--- src/rtl/riscv_pkg.sv ---
// Shared core definitions: opcode map, fetch FSM states and reset constants.
package riscv_pkg;

  localparam logic [6:0] OPC_LUI      = 7'b0110111;
  localparam logic [6:0] OPC_AUIPC    = 7'b0010111;
  localparam logic [6:0] OPC_JAL      = 7'b1101111;
  localparam logic [6:0] OPC_JALR     = 7'b1100111;
  localparam logic [6:0] OPC_BRANCH   = 7'b1100011;
  localparam logic [6:0] OPC_LOAD     = 7'b0000011;
  localparam logic [6:0] OPC_STORE    = 7'b0100011;
  localparam logic [6:0] OPC_OP_IMM   = 7'b0010011;
  localparam logic [6:0] OPC_OP       = 7'b0110011;
  localparam logic [6:0] OPC_MISC_MEM = 7'b0001111;
  localparam logic [6:0] OPC_SYSTEM   = 7'b1110011;

  // addi x0, x0, 0
  localparam logic [31:0] NOP_INSTR    = 32'h0000_0013;
  localparam logic [31:0] RESET_PC_DEF = 32'h8000_0000;

  typedef enum logic [1:0] {
    S_REQ  = 2'd0,
    S_WAIT = 2'd1,
    S_HOLD = 2'd2
  } ifu_state_t;

endpackage

--- src/rtl/riscv_ifu_if.sv ---
// Fetch-unit bus: instruction-memory request/response plus the decode handshake.
interface riscv_ifu_if #(
  parameter int XLEN = 32
);
  logic            imem_req_valid;
  logic            imem_req_ready;
  logic [XLEN-1:0] imem_req_addr;
  logic            imem_rsp_valid;
  logic [31:0]     imem_rsp_data;
  logic            if_valid;
  logic            if_ready;
  logic [XLEN-1:0] if_pc;
  logic [31:0]     if_instr;

  // master: the fetch unit
  modport master (
    output imem_req_valid, imem_req_addr, if_valid, if_pc, if_instr,
    input  imem_req_ready, imem_rsp_valid, imem_rsp_data, if_ready
  );

  // slave: memory and decode side
  modport slave (
    input  imem_req_valid, imem_req_addr, if_valid, if_pc, if_instr,
    output imem_req_ready, imem_rsp_valid, imem_rsp_data, if_ready
  );
endinterface

--- src/rtl/riscv_ifu.sv ---
// Instruction fetch unit: owns the PC, keeps one imem request in flight and
// holds the fetched word for decode; execute redirects squash in-flight fetches.
module riscv_ifu
  import riscv_pkg::*;
#(
  parameter int              XLEN     = 32,
  parameter logic [XLEN-1:0] RESET_PC = XLEN'(RESET_PC_DEF)
) (
  input  logic            clk,
  input  logic            rst,
  input  logic            redirect_valid,
  input  logic [XLEN-1:0] redirect_pc,
  riscv_ifu_if.master     bus
);

  ifu_state_t      state_q, state_d;
  logic [XLEN-1:0] pc_q, pc_d;
  logic            drop_q, drop_d;
  logic            vld_q, vld_d;
  logic [XLEN-1:0] ifpc_q, ifpc_d;
  logic [31:0]     instr_q, instr_d;

  logic [XLEN-1:0] redir_pc;
  logic [XLEN-1:0] pc_inc;
  logic            req_hs;

  assign redir_pc = redirect_pc & ~XLEN'(3);
  assign pc_inc   = pc_q + XLEN'(4);
  assign req_hs   = (state_q == S_REQ) && bus.imem_req_ready;

  always_ff @(posedge clk) begin
    if (rst) begin
      state_q <= S_REQ;
      pc_q    <= RESET_PC;
      drop_q  <= 1'b0;
      vld_q   <= 1'b0;
      ifpc_q  <= '0;
      instr_q <= NOP_INSTR;
    end else begin
      state_q <= state_d;
      pc_q    <= pc_d;
      drop_q  <= drop_d;
      vld_q   <= vld_d;
      ifpc_q  <= ifpc_d;
      instr_q <= instr_d;
    end
  end

  always_comb begin
    state_d = state_q;
    pc_d    = pc_q;
    drop_d  = drop_q;
    vld_d   = vld_q;
    ifpc_d  = ifpc_q;
    instr_d = instr_q;
    unique case (state_q)
      S_REQ: begin
        // unaccepted address may retarget; accepted one becomes stale
        if (redirect_valid) pc_d = redir_pc;
        if (req_hs) begin
          state_d = S_WAIT;
          drop_d  = redirect_valid;
        end
      end
      S_WAIT: begin
        if (bus.imem_rsp_valid) begin
          state_d = S_REQ;
          drop_d  = 1'b0;
          if (redirect_valid) begin
            pc_d = redir_pc;
          end else if (!drop_q) begin
            instr_d = bus.imem_rsp_data;
            ifpc_d  = pc_q;
            vld_d   = 1'b1;
            pc_d    = pc_inc;
            state_d = S_HOLD;
          end
        end else if (redirect_valid) begin
          pc_d   = redir_pc;
          drop_d = 1'b1;
        end
      end
      S_HOLD: begin
        if (redirect_valid || bus.if_ready) begin
          vld_d   = 1'b0;
          state_d = S_REQ;
          if (redirect_valid) pc_d = redir_pc;
        end
      end
      default: state_d = S_REQ;
    endcase
  end

  assign bus.imem_req_valid = (state_q == S_REQ);
  assign bus.imem_req_addr  = pc_q;
  assign bus.if_valid       = vld_q;
  assign bus.if_pc          = ifpc_q;
  assign bus.if_instr       = instr_q;

endmodule

--- src/flat_wrapper.sv ---
// flat-port wrapper written by rule: the top's interface ports become plain ports
module riscv_ifu_flat import riscv_pkg::*;
#(
  parameter int              XLEN     = 32,
  parameter logic [XLEN-1:0] RESET_PC = XLEN'(RESET_PC_DEF)
)
  (clk, rst, redirect_valid, redirect_pc, bus_imem_req_valid, bus_imem_req_addr, bus_if_valid, bus_if_pc, bus_if_instr, bus_imem_req_ready, bus_imem_rsp_valid, bus_imem_rsp_data, bus_if_ready);
  riscv_ifu_if #(.XLEN(XLEN)) bus_i ();
  input  logic clk;
  input  logic rst;
  input  logic redirect_valid;
  input  logic [XLEN-1:0] redirect_pc;
  output wire logic [$bits(bus_i.imem_req_valid)-1:0] bus_imem_req_valid;
  output wire logic [$bits(bus_i.imem_req_addr)-1:0] bus_imem_req_addr;
  output wire logic [$bits(bus_i.if_valid)-1:0] bus_if_valid;
  output wire logic [$bits(bus_i.if_pc)-1:0] bus_if_pc;
  output wire logic [$bits(bus_i.if_instr)-1:0] bus_if_instr;
  input wire logic [$bits(bus_i.imem_req_ready)-1:0] bus_imem_req_ready;
  input wire logic [$bits(bus_i.imem_rsp_valid)-1:0] bus_imem_rsp_valid;
  input wire logic [$bits(bus_i.imem_rsp_data)-1:0] bus_imem_rsp_data;
  input wire logic [$bits(bus_i.if_ready)-1:0] bus_if_ready;
  assign bus_imem_req_valid = bus_i.imem_req_valid;
  assign bus_imem_req_addr = bus_i.imem_req_addr;
  assign bus_if_valid = bus_i.if_valid;
  assign bus_if_pc = bus_i.if_pc;
  assign bus_if_instr = bus_i.if_instr;
  assign bus_i.imem_req_ready = bus_imem_req_ready;
  assign bus_i.imem_rsp_valid = bus_imem_rsp_valid;
  assign bus_i.imem_rsp_data = bus_imem_rsp_data;
  assign bus_i.if_ready = bus_if_ready;
  riscv_ifu #(.XLEN(XLEN), .RESET_PC(RESET_PC)) u_core (.clk(clk), .rst(rst), .redirect_valid(redirect_valid), .redirect_pc(redirect_pc), .bus(bus_i));
endmodule
--- config.mk ---
export PLATFORM = sky130hd
export DESIGN_NAME = riscv_ifu_flat
export DESIGN_NICKNAME = d
export VERILOG_FILES = /design/src/rtl/riscv_pkg.sv /design/src/rtl/riscv_ifu_if.sv /design/src/rtl/riscv_ifu.sv /design/src/flat_wrapper.sv
export SDC_FILE = /design/constraint.sdc
export NUM_CORES = 1
export LEC_CHECK = 0
export ABC_AREA = 1
export BUFFER_PORTS_ARGS = -buffer_cell sky130_fd_sc_hd__buf_2
export CAP_MARGIN = 15
export CELL_PAD_IN_SITES_DETAIL_PLACEMENT = 1
export CELL_PAD_IN_SITES_GLOBAL_PLACEMENT = 1
export CORE_ASPECT_RATIO = 1.5
export CORE_MARGIN = 5
export CORE_UTILIZATION = 32
export CTS_BUF_LIST = sky130_fd_sc_hd__clkbuf_4
export DETAILED_ROUTE_END_ITERATION = 10
export PLACE_DENSITY = 0.86
export SETUP_SLACK_MARGIN = 0.2
export SLEW_MARGIN = 15
export SYNTH_ARGS = -nofsm -noshare
export SYNTH_HDL_FRONTEND = slang
export SYNTH_SLANG_ARGS = --single-unit
--- constraint.sdc ---
create_clock -name clk -period 1.4 [get_ports clk]
set_input_delay 0.42 -clock clk [delete_from_list [all_inputs] [get_ports clk]]
set_output_delay 0.42 -clock clk [all_outputs]
set_load 0.05 [all_outputs]
==> qor.txt, run 1 <==
clock tree buffer depth: 2
Netlist cell types: 38
Worst Hold Class: in2reg
failing checks: negative setup slack
Max FO, Critical Path: 7
Layout area overhead: 111%
Die Ht: 161 um
Placed Instance Area: 6580 um2
Req. time, crit path: 1.82 ns
largest net degree at the start of global routing: 46
CP delay by family, top: simple AND/OR/NAND/NOR gates
WL/cell: 32.8 um
Final Core Density: 68.5%
MaxCap Viol Count: 0
status: finished, violations left
Worst-Margin Slew: 0.436 ns
CTS Hold Bufs: 0
most common cell in the synthesized netlist: nor2_1
CP Buf/Inv Count: 2
Worst Setup Start Kind: register
Power Dens Cells: 753 nW/um2
Met3 Routed Length: 3780 um
pins over their slew limit: 0
M1 WL: 13,400 um
FMAX: 494 MHz
Final #Nets: 1,115
width of the die: 111 um
sequential area share after synthesis: 41.1%
Die ar.: 17,800 um2
initial detailed-routing violation count: 885
Starting Density: 32.5%
Overflow after GRT: 0
Seq cells post-synth: 100
met2 wire len: 19,400 um
Layout Skew: 0.0466 ns
maximum VDD drop: 0.000467 V
most frequent cells after synthesis: nor2_1, nand2_1, dfxtp_1, o21ai_0, a21oi_1
Rel. slew slack: 70.6%
total number of vias: 7,737
H-tree depth reported by CTS: 3
share of cells above drive strength 1: 64.1%
GRT Total Usage: 29.5%
syn_nets: 779
fin crit share: 145%
I/O Buffers: 165
fin area: 10,300 um2
leading area contributor after synthesis: dfxtp_1
routability cong.: 0.821
antenna violations before repair: 2
clk slew on worst S/H paths: 0.24 ns
Worst path most repeated cell: nand2_1
final setup margin: -0.626 ns
commonest register cell after synthesis: dfxtp_1
Synth Instances: 708
Total Wirelength: 41,000 um
first-pass GRT wire length: 42,100 um
YS warnings: 0
CP peak stage delay: 0.41 ns
Fin. Hold Viols: 0
cts bufs inserted: 9
core box area: 15,000 um2
Site Rows: 55
setup_tns: -48.68 ns
CTS sink count: 100
detailed placement HPWL: 13,600 um
Slowest-stage cell, CP: dfxtp_4
Pre-Repair DR Iteration Count: 5
RSZ-0062 raised after global routing: true
crit end category: register
highest metal used: met4
area fraction of the dominant cell type after synthesis: 41.1%
number of synthesized flops with an enable pin: 0
Synth area leaders: dfxtp_1, nor2_1, nand2_1
I/O Pins: 168
post-layout min period: 2.03 ns
clock latency on the worst-skew pair: 0.52 ns
CTS tree: yes
fraction of registers with async set/reset: 0%
vias in the first global route: 7,253
crit path kind: reg2reg
Hold Slack: 0.126 ns
Mapped Area: 4870 um2
WP data arrival: 2.44 ns
synthesized area per cell: 6.88 um2
DRC: 0
post-route ant nets: 0
crit-path cells: nand2_1, nor2_2, nand2_2, nor2_4, buf_4, buf_6, nand2_1, nand2_1, nand3_1, nand2_1, a21oi_1
vias per inst: 6.19
clk root buf: clkbuf_4
Pleak: 0.00444 uW
Finish-stage setup viols: 198
-- placed cells by master (no fill, tap or decap), drive strengths merged --
master,Yosys,layout
a211oi,4,4
a21oi,72,72
buf,30,355
bufinv,0,1
clkbuf,11,11
clkinv,1,7
dfxtp,100,100
diode,0,2
ha,1,1
inv,51,60
nand2,138,138
nand3,42,42
nand4,10,10
nor2,147,147
nor3,4,4
nor3b,1,1
o211ai,1,1
o21a,1,1
o21ai,82,82
o21bai,1,1
o22ai,4,4
o31ai,3,3
or2,1,1
xnor2,2,2
xor2,1,1
-- stage by stage --
stage / worst slack (ns) / instances / power (uW)
2_1_floorplan: -0.166 / 708 / 4110
3_3_place_gp: -0.257 / 1104 / 4590
3_5_place_dp: -0.311 / 1104 / 4620
4_1_cts: -0.290 / 1190 / 6940
5_1_grt: -0.611 / 1250 / 7850
6_report: -0.626 / 1250 / 7730
-- state kept, by name (all words and copies together) (netlist names) --
| signal | count |
|---|---|
| u_core.bus.if_instr | 32 |
| u_core.bus.if_pc | 32 |
| u_core.bus.imem_req_addr | 32 |
| u_core.state_q | 2 |
| u_core.bus.if_valid | 1 |
| u_core.drop_q | 1 |
-- kinds of logic (layout without fill, tap and decap cells) --
logic type,count (synthesis),count (layout),share of synthesized area (%)
compound gates,168,168,18.2
xor+xnor,3,3,0.540
fa+ha+maj,1,1,0.257
buf+inv,93,434,8.84
flops,100,100,41.1
other cells,0,2,0
simple gates,343,343,31.0
-- routing by layer --
layer	up-vias	GRT usage (%)
met5	-	0
li1	2996	-
met1	3644	33.0
met4	0	12.9
met2	767	54.2
met3	330	5.25
-- tightest hold or removal path, cell delays in order --
cell and delay, ns:
buf_2 0.11, nor2_4 0.04, nor2_2 0.07
-- path summary, 6_finish.rpt --
| path | slack [ns] | from | cells after the start | endpoint |
|---|---|---|---|---|
| max | -0.63 | u_core.bus.imem_req_addr[13] | 11 | u_core.bus.imem_req_addr[28] |
| min | 0.13 | bus_imem_rsp_data[2] | 3 | u_core.bus.if_instr[2] |
| max reg2reg | -0.63 | u_core.bus.imem_req_addr[13] | 11 | u_core.bus.imem_req_addr[28] |
| min reg2reg | 0.55 | u_core.bus.imem_req_addr[20] | 2 | u_core.bus.if_pc[20] |
-- power by group --
part | switching (uW) | leakage, uW | internal [uW]
Sequential | 195 | 0.000867 | 2980
Clock | 1340 | 0.0000857 | 591
Combinational | 1560 | 0.00348 | 1060
Total | 3100 | 0.00444 | 4630
-- cell type report --
class	count	area [um2]
antenna	2	5.00
clock buffer	9	67.6
clock inverter	7	85.1
fill	1642	4730
inverter	52	246
multi-input combinational	515	3280
sequential	100	2220
tap	199	249
timing repair buffer	357	3960
timing repair inverter	9	169
-- timing repair --
action	4_1_cts	5_1_grt
resized for setup	447	224
setup buffers	59	50
endpoints found under the setup margin	197	197
endpoints found under the hold margin	0	0
pin swaps	30	38
cloned	11	9
No activity file was read; power rests on OpenSTA's default activity.
==> run 2, diff against run 1 <==
--- a/config.mk
+++ b/config.mk
@@ -5,7 +5,6 @@
 export SDC_FILE = /design/constraint.sdc
 export NUM_CORES = 1
 export LEC_CHECK = 0
-export ABC_AREA = 1
 export BUFFER_PORTS_ARGS = -buffer_cell sky130_fd_sc_hd__buf_2
 export CAP_MARGIN = 15
 export CELL_PAD_IN_SITES_DETAIL_PLACEMENT = 1
@@ -15,7 +14,8 @@
 export CORE_UTILIZATION = 32
 export CTS_BUF_LIST = sky130_fd_sc_hd__clkbuf_4
 export DETAILED_ROUTE_END_ITERATION = 10
-export PLACE_DENSITY = 0.86
+export PLACE_DENSITY = 0.85
+export REMOVE_ABC_BUFFERS = 1
 export SETUP_SLACK_MARGIN = 0.2
 export SLEW_MARGIN = 15
 export SYNTH_ARGS = -nofsm -noshare
==> qor.txt, run 2 <==
total number of vias: 6,355
GRT Total Usage: 25.9%
antenna violations before repair: 1
final setup margin: -0.770 ns
I/O Pins: 168
routability cong.: 0.895
Starting Density: 32.8%
status: finished, violations left
hold depth: 3
initial detailed-routing violation count: 431
sequential area share after synthesis: 45.1%
Layout area overhead: 113%
fill count: 1,393
number of synthesized flops with an enable pin: 0
Power Dens Cells: 721 nW/um2
Total Wirelength: 31,300 um
WL/cell: 29.8 um
Reg power frac: 44.9%
Overflow after GRT: 0
RSZ-0062 raised after global routing: true
Synth area leaders: dfxtp_1, nand2_1, a21oi_1
crit path kind: reg2reg
R2R Path Start: u_core.bus.imem_req_addr[11]
crit end category: register
clk slew on worst S/H paths: 0.18 ns
DRC: 0
commonest register cell after synthesis: dfxtp_1
internal power: 4410 uW
pins over their slew limit: 0
multi-input logic area: 3180 um2
CTS tree: yes
post-layout min period: 2.17 ns
Worst-Margin Slew: 0.595 ns
leading area contributor after synthesis: dfxtp_1
FMAX: 461 MHz
Critical Path Source: u_core.bus.imem_req_addr[11]
synthesized area per cell: 7.95 um2
Die ar.: 16,400 um2
Hold Slack: 0.146 ns
Layout Skew: 0.0249 ns
fraction of registers with async set/reset: 0%
WP data arrival: 2.58 ns
Worst Setup Start Kind: register
Critical R2R Capture: u_core.bus.imem_req_addr[16]
Seq cells post-synth: 100
share of cells above drive strength 1: 72.1%
Post-Layout Cell Count: 1,052
clk root buf: clkbuf_4
detailed placement HPWL: 13,100 um
post-route ant nets: 0
CTS sink count: 100
core box area: 13,500 um2
Post-Place Cells: 930
Fin. Hold Viols: 0
Synth Instances: 559
Clock Power Share: 24.3%
MaxCap Viol Count: 0
Slowest-stage cell, CP: or4_4
Final #Nets: 955
most frequent cells after synthesis: nand2_1, dfxtp_1, a21oi_1, nor2_1, clkbuf_1
Netlist cell types: 61
Hold Startpoint: bus_imem_rsp_data[20]
area fraction of the dominant cell type after synthesis: 45.1%
Max FO, Critical Path: 4
fin crit share: 155%
Rel. slew slack: 59.9%
Req. time, crit path: 1.81 ns
most common cell in the synthesized netlist: nand2_1
clock latency on the worst-skew pair: 0.50 ns
Mapped Area: 4440 um2
CP peak stage delay: 0.56 ns
H-tree depth reported by CTS: 3
CP Buf/Inv Count: 1
Sw Ratio: 35.5%
first-pass GRT wire length: 33,700 um
vias in the first global route: 6,163
clock tree buffer depth: 2
width of the die: 106 um
largest net degree at the start of global routing: 46
register area: 2150 um2
maximum VDD drop: 0.000530 V
I/O Buffers: 165
P_sw: 2420 uW
Die Ht: 154 um
r2r setup slk: -0.77 ns
crit-path cells: nand4_1, buf_6, or4_4, o41ai_2, nand2_1, a21oi_2
logic gate share of total power: 30.8%
Reg2Reg Depth: 6
Hold Path Sink: u_core.bus.if_instr[20]
Pleak: 0.00426 uW
failing checks: negative setup slack
Pre-Repair DR Iteration Count: 5
cts bufs inserted: 9
Site Rows: 52
Worst Hold Class: in2reg
most frequent cells in the layout: nand2_1, buf_4, buf_8, dfxtp_2, buf_6
Finish-stage setup viols: 196
CP delay by family, top: simple AND/OR/NAND/NOR gates
vias per inst: 6.04
YS warnings: 0
==> run 2: cell count changes after synthesis, sizes merged, moves of 14 or more <==
cell	change
nand2	+14
nor2	-120
o21ai	-64
inv	-47
nand3	-23
==> run 2: timing repair <==
item                                    in CTS  in global routing
endpoints found under the setup margin     196                197
hold buffers                                 0                  0
buffers inserted                            37                 57
gates resized for setup                    295                470
pin swaps                                   27                111
gates cloned                                 2                  9
==> run 2: through the flow <==
stage / util (%) / power (uW) / instance area (um2) / setup WS [ns] / setup TNS (ns)
finish: 70.0 / 6830 / 9480 / -0.770 / -46.24
CTS: 54.6 / 6170 / 7390 / -0.333 / -27.00
global placement: 44.1 / 4210 / 5970 / -0.388 / -31.07
floorplan: - / 3700 / 4240 / -3.25 / -226.13
detailed placement: 44.1 / 4270 / 5970 / -0.472 / -38.13
global route: 70.0 / 7000 / 9480 / -0.778 / -52.22
==> run 2: cell families (layout without fill, tap and decap cells) <==
kind of cell    Yosys count  after routing  synth area share (%)
mux                       6              6                  1.35
other cells               0              1                     0
simple gates            247            248                  26.2
flops                   100            100                  45.1
buf+inv                  47            376                  4.87
fa+ha+maj                 1              1                 0.282
compound gates          158            158                  22.3
==> run 2: power groups by stage <==
| stage | registers (uW) | clock network, uW | logic, uW |
|---|---|---|---|
| 2_1_floorplan | 3430 | 0 | 269 |
| 3_3_place_gp | 3070 | 0 | 1150 |
| 3_5_place_dp | 3070 | 0 | 1190 |
| 4_1_cts | 3030 | 1580 | 1560 |
| 5_1_grt | 3080 | 1760 | 2160 |
| 6_report | 3070 | 1660 | 2110 |
==> run 2: worst register-to-register path, cell delays in order (launching register included) <==
cell and delay (ns):
dfxtp_2 0.41, nand4_1 0.17, buf_6 0.19, or4_4 0.56, o41ai_2 0.33, nand2_1 0.21
a21oi_2 0.21
==> run 2: worst max path at each step <==
stage,slack [ns],cells past startpoint,to
floorplan,-3.25,4,u_core.bus.imem_req_addr[24]
global route,-0.78,6,u_core.bus.imem_req_addr[16]
CTS,-0.33,4,bus_imem_req_valid
detailed placement,-0.47,6,u_core.bus.if_instr[21]
global placement,-0.39,6,u_core.bus.imem_req_addr[23]
finish,-0.77,6,u_core.bus.imem_req_addr[16]
==> run 2: cell type report <==
class / count / share of cell area, %
Timing Repair Buffer: 355 / 40.0
Antenna cell: 1 / 0.0264
Sequential cell: 100 / 22.7
Multi-Input combinational cell: 413 / 33.6
Inverter: 5 / 0.198
Tap cell: 162 / 2.14
Clock buffer: 10 / 0.792
Clock inverter: 6 / 0.581
==> run 2: routing by layer <==
metal / global-route usage [%] / vias to the layer above / wire length, um
li1: - / 2636 / -
met1: 28.4 / 3157 / 11200
met2: 47.0 / 426 / 16300
met3: 5.42 / 136 / 2010
met4: 12.4 / 0 / 1810
met5: 0 / - / 0
